### src/rtl/regfile_wb_arbiter.sv
// regfile_wb_arbiter: shares the single register-file write port between the
// ALU writeback path and the load unit. Each source has a small FIFO. One FIFO
// head is drained per cycle onto the registered WE3/AD3/WD3 port.
// Optional build macro RR_ARB_EN: contended grants alternate between the two
// sources. When it is undefined, the ALU has fixed priority and a starvation
// counter forces a waiting load through.
module regfile_wb_arbiter #(
  parameter int ADDRESS_WIDTH = 5,
  parameter int DATA_WIDTH    = 32,
  parameter int FIFO_DEPTH    = 2,
  parameter int STARVE_LIMIT  = 4
) (
  input  logic                     clk,
  input  logic                     rst,
  input  logic                     alu_valid,
  output logic                     alu_ready,
  input  logic [ADDRESS_WIDTH-1:0] alu_rd,
  input  logic [DATA_WIDTH-1:0]    alu_data,
  input  logic                     mem_valid,
  output logic                     mem_ready,
  input  logic [ADDRESS_WIDTH-1:0] mem_rd,
  input  logic [DATA_WIDTH-1:0]    mem_data,
  output logic                     WE3,
  output logic [ADDRESS_WIDTH-1:0] AD3,
  output logic [DATA_WIDTH-1:0]    WD3,
  output logic                     busy
);

  localparam int PTR_W = (FIFO_DEPTH > 1) ? $clog2(FIFO_DEPTH) : 1;
  localparam int CNT_W = $clog2(FIFO_DEPTH + 1);
  localparam logic [CNT_W-1:0] FULL_CNT = CNT_W'(FIFO_DEPTH);

  typedef enum logic [1:0] {
    SRC_NONE = 2'd0,
    SRC_ALU  = 2'd1,
    SRC_MEM  = 2'd2
  } src_e;

  src_e grant;

  // ALU FIFO storage and bookkeeping
  logic [ADDRESS_WIDTH-1:0] alu_rd_mem   [FIFO_DEPTH];
  logic [DATA_WIDTH-1:0]    alu_data_mem [FIFO_DEPTH];
  logic [PTR_W-1:0]         alu_wr_ptr, alu_rd_ptr;
  logic [CNT_W-1:0]         alu_cnt;
  logic                     alu_push, alu_pop, alu_ne;

  // Load FIFO storage and bookkeeping
  logic [ADDRESS_WIDTH-1:0] mem_rd_mem   [FIFO_DEPTH];
  logic [DATA_WIDTH-1:0]    mem_data_mem [FIFO_DEPTH];
  logic [PTR_W-1:0]         mem_wr_ptr, mem_rd_ptr;
  logic [CNT_W-1:0]         mem_cnt;
  logic                     mem_push, mem_pop, mem_ne;

  logic                     contended;
  logic                     mem_priority;
  logic [ADDRESS_WIDTH-1:0] win_rd;
  logic [DATA_WIDTH-1:0]    win_data;

  // Ready depends only on occupancy, so a full FIFO never accepts a push even if it pops that cycle
  assign alu_ready = (alu_cnt != FULL_CNT);
  assign mem_ready = (mem_cnt != FULL_CNT);
  assign alu_push  = alu_valid & alu_ready;
  assign mem_push  = mem_valid & mem_ready;
  assign alu_ne    = (alu_cnt != '0);
  assign mem_ne    = (mem_cnt != '0);
  assign alu_pop   = (grant == SRC_ALU);
  assign mem_pop   = (grant == SRC_MEM);
  assign contended = alu_ne & mem_ne;

  // ALU FIFO data array; contents need no reset because the occupancy count guards them
  always_ff @(posedge clk) begin
    if (alu_push) begin
      alu_rd_mem[alu_wr_ptr]   <= alu_rd;
      alu_data_mem[alu_wr_ptr] <= alu_data;
    end
  end

  // ALU FIFO pointers and occupancy; the pointers wrap naturally because the depth is a power of two
  always_ff @(posedge clk) begin
    if (rst) begin
      alu_wr_ptr <= '0;
      alu_rd_ptr <= '0;
      alu_cnt    <= '0;
    end else begin
      if (alu_push) alu_wr_ptr <= alu_wr_ptr + PTR_W'(1);
      if (alu_pop)  alu_rd_ptr <= alu_rd_ptr + PTR_W'(1);
      case ({alu_push, alu_pop})
        2'b10:   alu_cnt <= alu_cnt + CNT_W'(1);
        2'b01:   alu_cnt <= alu_cnt - CNT_W'(1);
        default: alu_cnt <= alu_cnt;
      endcase
    end
  end

  // Load FIFO data array
  always_ff @(posedge clk) begin
    if (mem_push) begin
      mem_rd_mem[mem_wr_ptr]   <= mem_rd;
      mem_data_mem[mem_wr_ptr] <= mem_data;
    end
  end

  // Load FIFO pointers and occupancy
  always_ff @(posedge clk) begin
    if (rst) begin
      mem_wr_ptr <= '0;
      mem_rd_ptr <= '0;
      mem_cnt    <= '0;
    end else begin
      if (mem_push) mem_wr_ptr <= mem_wr_ptr + PTR_W'(1);
      if (mem_pop)  mem_rd_ptr <= mem_rd_ptr + PTR_W'(1);
      case ({mem_push, mem_pop})
        2'b10:   mem_cnt <= mem_cnt + CNT_W'(1);
        2'b01:   mem_cnt <= mem_cnt - CNT_W'(1);
        default: mem_cnt <= mem_cnt;
      endcase
    end
  end

`ifdef RR_ARB_EN
  logic rr_mem;

  assign mem_priority = rr_mem;

  // Round-robin pointer: after a contended grant it points at the source that lost
  always_ff @(posedge clk) begin
    if (rst) begin
      rr_mem <= 1'b0;
    end else if (contended) begin
      rr_mem <= (grant == SRC_ALU);
    end
  end
`else
  localparam int SW = (STARVE_LIMIT > 1) ? $clog2(STARVE_LIMIT) : 1;
  localparam logic [SW-1:0] STARVE_MAX = SW'(STARVE_LIMIT - 1);

  logic [SW-1:0] starve;

  assign mem_priority = (starve == STARVE_MAX);

  // Starvation counter: counts the cycles a waiting load loses and saturates at the force threshold
  always_ff @(posedge clk) begin
    if (rst) begin
      starve <= '0;
    end else if (mem_ne && (grant != SRC_MEM)) begin
      if (starve != STARVE_MAX) starve <= starve + SW'(1);
    end else begin
      starve <= '0;
    end
  end
`endif

  // Pick at most one winner per cycle from the FIFO heads
  always_comb begin
    grant = SRC_NONE;
    if (contended) begin
      grant = mem_priority ? SRC_MEM : SRC_ALU;
    end else if (alu_ne) begin
      grant = SRC_ALU;
    end else if (mem_ne) begin
      grant = SRC_MEM;
    end
  end

  // Route the winning head to the write port
  always_comb begin
    win_rd   = alu_rd_mem[alu_rd_ptr];
    win_data = alu_data_mem[alu_rd_ptr];
    if (grant == SRC_MEM) begin
      win_rd   = mem_rd_mem[mem_rd_ptr];
      win_data = mem_data_mem[mem_rd_ptr];
    end
  end

  // Registered write port; writes to x0 are drained but never enabled
  always_ff @(posedge clk) begin
    if (rst) begin
      WE3 <= 1'b0;
      AD3 <= '0;
      WD3 <= '0;
    end else if (grant != SRC_NONE) begin
      WE3 <= (win_rd != '0);
      AD3 <= win_rd;
      WD3 <= win_data;
    end else begin
      WE3 <= 1'b0;
    end
  end

  assign busy = alu_ne | mem_ne | WE3;

endmodule

### config.mk
export PLATFORM = sky130hd
export DESIGN_NAME = regfile_wb_arbiter
export DESIGN_NICKNAME = d
export VERILOG_FILES = /design/src/rtl/regfile_wb_arbiter.sv
export SDC_FILE = /design/constraint.sdc
export NUM_CORES = 1
export LEC_CHECK = 0
export BUFFER_PORTS_ARGS = -buffer_cell sky130_fd_sc_hd__buf_2
export CORE_AREA = 2 2 116 118
export CTS_CLUSTER_SIZE = 12
export DETAILED_ROUTE_END_ITERATION = 8
export DIE_AREA = 0 0 118 120
export PLACE_DENSITY = 0.95
export SYNTH_ARGS = -nofsm -noshare
export SYNTH_HDL_FRONTEND = slang
export SYNTH_SLANG_ARGS = --single-unit
### constraint.sdc
create_clock -name clk -period 4.2 [get_ports clk]
set_input_delay 0.21 -clock clk [delete_from_list [all_inputs] [get_ports clk]]
set_output_delay 0.21 -clock clk [all_outputs]
set_load 0.03 [all_outputs]
Word level (Yosys, flattened, before mapping)
Memory sizes are Yosys's and may differ from the RTL's. A register that Yosys moved wholly into a read port is not among the register bits.
Index checks and enable logic that the tools add are counted.
{ "classes": {"bitwise_logic": 7, "n_lt_le_gt_ge": 0, "n_reduce_logical": 9, "muxes": 20, "div_mod_pow": 0, "eq_ne": 11, "n_addsub": 9, "n_shift": 0, "n_mul": 0} }
{ "ops": {"columns": ["op", "count"], "rows": [
  ["2-to-1 mux 32 bit", 1],
  ["2-to-1 mux 1 bit", 12],
  ["nonzero test 2 bit", 5],
  ["equality test 2 bit, second input constant", 4],
  ["2-to-1 mux 2 bit", 4],
  ["!= test 2 bit, second input constant", 4],
  ["one-hot mux 2 bit (2 select lines)", 2],
  ["adder 2 x 1 -> 2 bit, second input constant", 3],
  ["equality test 2 x 1 -> 1 bit, second input constant", 3],
  ["2-to-1 mux 5 bit", 1],
  ["nonzero test 5 bit", 1],
  ["adder 1 bit, second input constant", 4],
  ["OR reduction 2 bit", 2],
  ["subtractor 2 x 1 -> 2 bit, second input constant", 2],
  ["AND 1 bit", 3],
  ["NOT 1 bit", 2],
  ["bitwise OR 1 bit", 2],
  ["logical AND 1 bit", 1]
]} }
{ "word_totals": {"latch_bits": 0, "word_cells": 70, "ramBits": 148, "reg_bits": 48, "romBits": 0, "memories": 4} }
{ "memory_table": {"columns": ["memory", "depth", "word_bits", "read_ports", "rd_clocked_by_memory_dff", "write_ports", "line_no", "rtl"], "rows": [
  ["alu_data_mem", 2, 32, 1, 1, 1, "43", "logic [DATA_WIDTH-1:0] alu_data_mem [FIFO_DEPTH];"],
  ["mem_data_mem", 2, 32, 1, 1, 1, "50", "logic [DATA_WIDTH-1:0] mem_data_mem [FIFO_DEPTH];"],
  ["alu_rd_mem", 2, 5, 1, 1, 1, "42", "logic [ADDRESS_WIDTH-1:0] alu_rd_mem [FIFO_DEPTH];"],
  ["mem_rd_mem", 2, 5, 1, 1, 1, "49", "logic [ADDRESS_WIDTH-1:0] mem_rd_mem [FIFO_DEPTH];"]
]} }

Depth between registers and ports, before layout
Gate-level depths: netlist (run 1).
{ "depth": {"depth_word": 8, "depth_mapped": 10, "mapped_depth_nobuf": 7} }

Worst setup path after synthesis (run 1)
No wires, ideal clock.
{ "synth_path": {"path_type": "flip-flop to flip-flop", "startpoint": "register alu_cnt[0]", "endpoint": "memory alu_data_mem[0][0], enable pin", "setup_time_ps": 431, "path_stages_with_launch": 4, "path_slack_ps": 1227, "period_less_slack_ps": 2973, "arrival_time_ps": 2541, "required_time_ps": 3769, "path_cell_list": "dfxtp_1 -> nand2b_1 -> nand2_1 -> nor2_1"} }
{ "synth_between": {"elab_chain_len": 4} }
{ "synth_lines": {"columns": ["item", "line_no", "rtl"], "rows": [
  ["start, declared", "45", "logic [CNT_W-1:0] alu_cnt;"],
  ["start signal, assigned", "89", "2'b10: alu_cnt <= alu_cnt + CNT_W'(1);"],
  ["start signal, assigned", "90", "2'b01: alu_cnt <= alu_cnt - CNT_W'(1);"],
  ["start signal, assigned", "91", "default: alu_cnt <= alu_cnt;"],
  ["!= test 2 bit", "61", "assign alu_ready = (alu_cnt != FULL_CNT);"],
  ["named net alu_ready", "16", "output logic alu_ready,"],
  ["AND 1 bit", "63", "assign alu_push = alu_valid & alu_ready;"],
  ["2-to-1 mux 1 bit", "73", "if (alu_push) begin"],
  ["2-to-1 mux 1 bit (not written as such)", "75", "alu_data_mem[alu_wr_ptr] <= alu_data;"],
  ["end, declared", "43", null]
]} }
The timed path passes the listed nets, and every way through them passes these cells.

Final worst setup path (run 1)
{ "layout_path": {"startpoint": "register starve[0]", "endpoint": "register WD3[3]"} }
{ "layout_between": {"elab_chain_len": 5, "word_cells_on_any_way": 6, "cone_classes": "eq/ne (2); mux (3); reduce/logical (1)"} }
{ "layout_lines": {"columns": ["item", "line_no", "rtl"], "rows": [
  ["start, declared", "138", "logic [SW-1:0] starve;"],
  ["start signal, assigned", "147", "if (starve != STARVE_MAX) starve <= starve + SW'(1);"],
  ["equality test 2 bit *", "140", "assign mem_priority = (starve == STARVE_MAX);"],
  ["2-to-1 mux 2 bit *", "158", "grant = mem_priority ? SRC_MEM : SRC_ALU;"],
  ["2-to-1 mux 2 bit *", "157", "if (contended) begin"],
  ["equality test 2 bit", "170", "if (grant == SRC_MEM) begin"],
  ["2-to-1 mux 32 bit", "170", null],
  ["end signal, assigned", "185", "WD3 <= win_data;"],
  ["end, declared", "25", "output logic [DATA_WIDTH-1:0] WD3,"]
]} }
Every way passes the cells marked *; elsewhere a longest branch is shown, timed or not.
A chain may end at the register's enable or synchronous reset.

==> key figures, run 1 <==
Outcome
  – Status: completed

Global routing
  – Initial antenna violation count: 0
  – First-pass GRT wire length: 26.7 mm
  – Largest net degree at the start of global routing: 75
  – Total GRT Usage: ~25%
  – Gr ovfl total: 0
  – Vias in the first global route: 5105

Die
  – Core Region: about 13000 sq um
  – Initial Util: between 50% and 60%
  – Die width: 118 microns
  – IO Count: roughly 120
  – Die Y: between 100 and 150 microns
  – Row count: between 40 and 50
  – Full die area: roughly 14000 sq um

Clock tree
  – Later-pin clock latency in the skew report: ~0.43 ns
  – Bufs on Longest Clock Path: 2
  – Htree depth: 4
  – Clock sink count: approximately 200
  – Clock transition at path regs: ~0.060 ns
  – Clk root buf: clkbuf_16
  – Total CTS buffers: 17
  – CTS tree: done

Timing
  – Slew headroom: between 10% and 20%
  – Clock skew: around 0.0068 ns
  – Final hold violation count: 0
  – Fin. max-slew vios: 0
  – RSZ-0062 raised after global routing: false
  – Setup violation total in the final timing report: 0
  – Min Tclk post-route: 2.49 ns
  – Hold_ws: 0.264 ns
  – Fin crit share: around 59%
  – TNS Setup: 0 ns
  – F_max: between 0.4 and 0.5 GHz
  – Actual slew at the worst max-slew pin: 1.27 ns

Route
  – TritonRoute pass-1 iters: 5
  – Routed WL per cell: approximately 20 microns
  – Vias: approximately 4800
  – Vias per std cell: ~5.7
  – Post-route ant nets: 0
  – Top Layer Used: met4
  – DR iter-0 viols: just under 400
  – Routed WL: between 15 and 20 mm
  – DRC: 0
  – Met2 wire length: roughly 9.4 mm
  – Met1 Wirelength: about 6.6 mm
  – DR WL met3: roughly 870 microns

Pwr
  – Power per cell area: ~700 nW/um^2
  – VDD IR max: roughly 360 uV
  – Lkg Pwr: 3.48 nW
  – Total power: ~6.8 mW

Synthesis
  – Most frequent cell after synthesis: edfxtp_1
  – Mapped Nets: approximately 550
  – Share of the yosys chip area belonging to registers: between 70% and 80%
  – Top area cells in the synthesized netlist: edfxtp_1 57%, dfxtp_1 13%, a2111oi_2 8.9%, mux2i_1 5.0%, nor2b_1 2.8%
  – Cell taking the most area after synthesis: edfxtp_1
  – Synth cell count leaders: 148 x edfxtp_1, 51 x nor2_1, 50 x dfxtp_1
  – Synth Cell Area: between 7000 and 8000 sq um
  – Post-synth top area share: 57.5%
  – Cell count after synthesis: between 400 and 500
  – Ys Warns: 0
  – Post-synth EDFFs: between 100 and 150
  – Yosys reg bits: about 200
  – Post-synth top flop: edfxtp_1
  – Async set or reset register ratio after synthesis: 0%
  – Syn_area_per_cell: 16.4 sq um
  – Number of distinct library cells after synthesis: 33

Run
  – Max Cap Viol: 0

Worst setup path
  – Most frequent CP cell: a2111oi_0
  – CP max-delay cell: buf_4
  – Critical path data required time: approximately 4.5 ns
  – Crit-path cells: ha_1, o21ai_2, clkinv_2, buf_4, a2111oi_0, a2111oi_0
  – Worst-path fanout max: 73
  – Crit end category: flop
  – Setup slack, reg-to-reg: roughly 1.7 ns
  – CP max stage delay: about 0.8 ns
  – Crit start category: flop
  – Worst Path Arrival: roughly 2.8 ns
  – Crit Path Category: reg -> reg

Final layout
  – Final Net Count: ~740
  – Antenna cell count: 0
  – Area grow syn2layout: 25.6%
  – Layout cells sized above 1: 31.5%

Place
  – Hpwl dp: 9.56 mm
  – Routability congestion estimate: 0.771
  – I/O Buffers: 118

Hold path
  – Min-delay worst type: in -> reg
## what timing repair did
action                                 in CTS  in global routing
resized for setup                           0                  0
endpoints found under the hold margin     148                  0
hold buffers                               74                  0
buffers inserted                            0                  0
## metrics by stage
stage | std cells | area, sq um | worst slack [ns] | util [%]
6_report | 846 | 9710 | 1.71 | 74.8
3_5_place_dp | 740 | 8410 | 1.85 | 64.8
4_1_cts | 846 | 9710 | 1.78 | 74.8
2_1_floorplan | 472 | 7730 | 1.23 | -
5_1_grt | 846 | 9710 | 1.54 | 74.8
3_3_place_gp | 740 | 8410 | 2.01 | 64.8
## area by class of cell
| class | count | area (sq um) |
|---|---|---|
| clock inverters | 9 | 101 |
| clock buffers | 23 | 458 |
| repair buffers | 198 | 1380 |
| inverters | 1 | 5.00 |
| multi-input cells | 241 | 2100 |
| fillers | 772 | 3270 |
| flip-flops and latches | 198 | 5450 |
| well taps | 176 | 220 |
## kinds of logic (layout without fill, tap and decap cells)
kind of cell	count (synthesis)	after routing	share of synthesized area, %
xor+xnor	9	9	1.02
mux	40	40	5.19
buf+inv	33	231	2.69
fa+ha+maj	4	4	0.647
flops	198	198	70.4
compound gates	78	78	12.8
simple gates	110	110	7.25
## final timing paths
| kind | cells after the start | endpoint | startpoint |
|---|---|---|---|
| max reg2reg | 6 | WD3[3]$_SDFFE_PP0N_ | starve[0]$_SDFFE_PP0P_ |
| min reg2reg | 2 | AD3[4]$_SDFFE_PP0N_ | AD3[4]$_SDFFE_PP0N_ |
| max | 6 | WD3[3]$_SDFFE_PP0N_ | starve[0]$_SDFFE_PP0P_ |
| min | 2 | flop | rst |
## worst max-delay path, delay by kind of cell, from the launching register on
kind	cells	cell delay, ns
AO/OA/AOI/OAI	3	0.82
buffers and inverters	2	0.87
flip-flops	1	0.37
adder cells (fa/ha/maj)	1	0.23
## per-layer routing
metal | vias up | track usage (%)
li1 | 2223 | -
met1 | 2377 | 28.2
met2 | 172 | 47.1
met3 | 25 | 5.23
met4 | 0 | 9.41
met5 | - | 0
## power by group
| group | switching [mW] | internal, mW |
|---|---|---|
| Clock | 0.660 | 0.889 |
| Sequential | 0.303 | 2.56 |
| Combinational | 1.54 | 0.850 |
| Total | 2.50 | 4.30 |
## sequential cells by signal, summed over array words and instances, names as in the netlist, named ones only
name	flops
alu_data_mem	64
mem_data_mem	64
WD3	32
alu_rd_mem	10
mem_rd_mem	10
AD3	5
alu_cnt	2
mem_cnt	2
starve	2
WE3	1
alu_rd_ptr	1
alu_wr_ptr	1
mem_rd_ptr	1
mem_wr_ptr	1
## placed cells by master (no fill, tap or decap), types with 5 or more instances in the layout
cell type,instances
mux2i_1,39
buf_2,118
a2111oi_2,46
clkbuf_1,5
nor2_1,49
dfxtp_1,48
clkbuf_16,17
nor2b_1,35
a2111oi_0,22
edfxtp_1,148
dlygate4sd3_1,74
xor2_1,5
buf_4,6
clkinv_2,6
Note: power is estimated with default switching activity, not from simulation.
==> run 2: changes to the inputs <==
Settings changed: CORE_AREA 2 2 116 118 to 2 2 127 129, DIE_AREA 0 0 118 120 to 0 0 129 131, PLACE_DENSITY 0.95 to 0.86.
Clock period 4.2 ns to 2.2 ns, I/O delays scaled along.
==> run 2 against run 1 <==
Against the previous run:
- power increased by 92%
- maximum frequency increased by 21%
- via count increased by 0.35%
- register-to-register slack got worse by 1.6 ns
- utilization decreased by 11 points
- sequential share of layout area decreased by 1.2 points
- count of clock-buffer cells in the layout decreased by 5
- routed wire length decreased by 1.1%
- clock power increased by 86%
- critical path depth unchanged
- final area increased by 2.2%
- setup slack got worse by 1.6 ns
==> key figures, run 2 (synthesized netlist as in run 1, its figures left out) <==
Outcome
  – Status: completed (unchanged)

Final layout
  – Most frequent cells in the layout: 148 x edfxtp_1, 118 x buf_2, 74 x dlygate4sd3_1 (unchanged)
  – Antenna cell count: 0 (unchanged)
  – Area grow syn2layout: 28.3% (was 25.6%)
  – Final Net Count: 750 (was 739)
  – Fill cells: 1107 (was 772)
  – Largest regs: alu_data_mem: 64 flops, mem_data_mem: 64 flops, WD3: 32 flops (unchanged)
  – Layout cells sized above 1: 33.3% (was 31.5%)
  – Multi-input logic area: 2100 sq um (about the same)
  – Commonest non-fill, non-tap cell in the layout: edfxtp_1 (unchanged)
  – FF/Latch Area: 5450 sq um (unchanged)

Global routing
  – M2 GR Usage: 38.4% (was 47.1%)
  – Largest net degree at the start of global routing: 50 (was 75)
  – First-pass GRT wire length: 26.6 mm (was 26.7 mm)
  – GR peak layer: met2 (unchanged)
  – Global Route met3 Usage: 4.89% (was 5.23%)
  – Gr ovfl total: 0 (unchanged)
  – Initial antenna violation count: 0 (unchanged)
  – Total GRT Usage: 21.0% (was 25.2%)
  – Vias in the first global route: 5137 (was 5105)
  – Met1 usage: 24.2% (was 28.2%)

Worst setup path
  – Crit start category: flop (unchanged)
  – Worst-path fanout max: 24 (was 73)
  – Crit end category: flop (unchanged)
  – Worst Path Arrival: 2.36 ns (was 2.76 ns)
  – Critical path data required time: 2.49 ns (was 4.47 ns)
  – Crit Path Category: reg -> reg (unchanged)

Die
  – IO Count: 119 (unchanged)
  – Die width: 129 microns (was 118 microns)
  – Row count: 46 (was 42)
  – Die Y: 131 microns (was 120 microns)
  – Full die area: 16900 sq um (was 14200 sq um)
  – Core Region: 15600 sq um (was 13000 sq um)
  – Initial Util: 49.6% (was 59.6%)

Clock tree
  – Clock transition at path regs: 0.08 ns (was 0.06 ns)
  – Later-pin clock latency in the skew report: 0.44 ns (was 0.43 ns)
  – Bufs on Longest Clock Path: 2 (unchanged)
  – CTS tree: done (unchanged)
  – Setup bufs post-CTS: 0 (unchanged)
  – Total CTS buffers: 17 (unchanged)
  – Clock sink count: 198 (unchanged)
  – Htree depth: 4 (unchanged)
  – Clk root buf: clkbuf_16 (unchanged)

Place
  – I/O Buffers: 118 (unchanged)
  – Routability congestion estimate: 0.816 (was 0.771)
  – Hpwl dp: 10.4 mm (was 9.56 mm)

Timing
  – Setup violation total in the final timing report: 0 (unchanged)
  – RSZ-0062 raised after global routing: false (unchanged)
  – Slew headroom: 56.5% (was 15.0%)
  – Clock skew: 0.0129 ns (was 0.00683 ns)
  – Actual slew at the worst max-slew pin: 0.637 ns (was 1.27 ns)
  – Hold_ws: 0.132 ns (was 0.264 ns)
  – Fin crit share: 93.9% (was 59.3%)
  – Min Tclk post-route: 2.07 ns (was 2.49 ns)
  – Final hold violation count: 0 (unchanged)
  – TNS Setup: 0 ns (unchanged)
  – Fin. max-slew vios: 0 (unchanged)
  – F_max: 0.484 GHz (was 0.401 GHz)

Pwr
  – Sequential power share: 40.6% (was 42.1%)
  – NetSw: 4.89 mW (was 2.50 mW)
  – VDD IR max: 645 uV (was 359 uV)
  – Comb power frac: 37.3% (was 35.1%)
  – Clock share of power: 22.0% (was 22.8%)
  – Lkg Pwr: 3.54 nW (was 3.48 nW)
  – Power per cell area: 1320 nW/um^2 (was 701 nW/um^2)
  – Internal Power: 8.19 mW (was 4.30 mW)
  – Switching portion of total power: 37.4% (was 36.7%)

Route
  – Vias: 4814 (was 4797)
  – Routed WL per cell: 18.9 microns (was 20.2 microns)
  – TritonRoute pass-1 iters: 6 (was 5)
  – DRC: 0 (unchanged)
  – DR iter-0 viols: 317 (was 387)
  – Vias per std cell: 5.37 (was 5.67)
  – Routed WL: 16.9 mm (was 17.1 mm)
  – Post-route ant nets: 0 (unchanged)

Hold path
  – Min-delay worst type: in -> reg (unchanged)

Run
  – Max Cap Viol: 0 (unchanged)
run 2: cell types whose count changed in the layout (fill, tap and decap cells not counted), moves of 3 or more:
| cell | change |
|---|---|
| buf_12 | +7 |
| buf_4 | +4 |
| clkbuf_1 | -4 |
| clkinv_2 | -4 |
| clkinv_4 | +4 |
| clkinvlp_4 | +3 |
run 2: repair_timing:
| action | in CTS | in global routing |
|---|---|---|
| endpoints found under the setup margin | 0 | 1 |
| hold buffers | 74 | 0 |
| gates resized for setup | 0 | 1 |
| hold endpoints to repair | 148 | 0 |
run 2: worst paths after layout:
| path | startpoint | end | slack, ns | depth (start not counted) |
|---|---|---|---|---|
| worst max-delay path | starve[0]$_SDFFE_PP0P_ | WD3[7]$_SDFFE_PP0N_ | 0.13 | 6 |
| worst min-delay path | rst | WD3[27]$_SDFFE_PP0N_ | 0.13 | 2 |
| worst max register to register | starve[0]$_SDFFE_PP0P_ | WD3[7]$_SDFFE_PP0N_ | 0.13 | 6 |
| worst min register to register | AD3[4]$_SDFFE_PP0N_ | AD3[4]$_SDFFE_PP0N_ | 0.51 | 2 |
run 2: metal layers:
| metal | part of all wire [%] | wire length [microns] |
|---|---|---|
| met5 | 0 | 0 |
| met4 | 1.5 | 252 |
| met3 | 4.8 | 810 |
| met2 | 54 | 9070 |
| met1 | 40 | 6770 |
run 2: power by group through the flow:
| stage | sequential, mW | clock, mW | combinational [mW] |
|---|---|---|---|
| final | 5.31 | 2.88 | 4.89 |
| after detailed placement | 5.39 | 0 | 4.80 |
| after global routing | 5.39 | 3.08 | 5.29 |
| after floorplan | 5.72 | 0 | 3.18 |
| after CTS | 5.32 | 2.93 | 4.93 |
| after global placement | 5.35 | 0 | 4.62 |
run 2: cell type report:
cell class / count / area share (%)
Sequential cell: 198 / 54.9
Multi-Input combinational cell: 241 / 21.2
Timing Repair Buffer: 209 / 15.6
Clock buffer: 18 / 4.33
Tap cell: 216 / 2.72
Clock inverter: 14 / 1.20
Inverter: 1 / 0.0505
run 2: critical path, cell delays in order, from the launching register on:
cell and delay (ns):
dfxtp_1 0.34, ha_1 0.25, o21ai_2 0.19, clkinv_2 0.15, buf_4 0.26, a2111oi_0 0.63
a2111oi_2 0.11
run 2: metrics by stage:
stage               cell area (sq um)  util [%]  setup WS [ns]  power [mW]  cells
finish                           9920      63.6          0.133        13.1    897
floorplan                        7750         -         0.0634        8.91    472
detailed placement               8630      55.3          0.212        10.2    791
global route                     9920      63.6         0.0355        13.8    897
global placement                 8630      55.3          0.348        9.96    791
CTS                              9920      63.6         0.0994        13.2    897
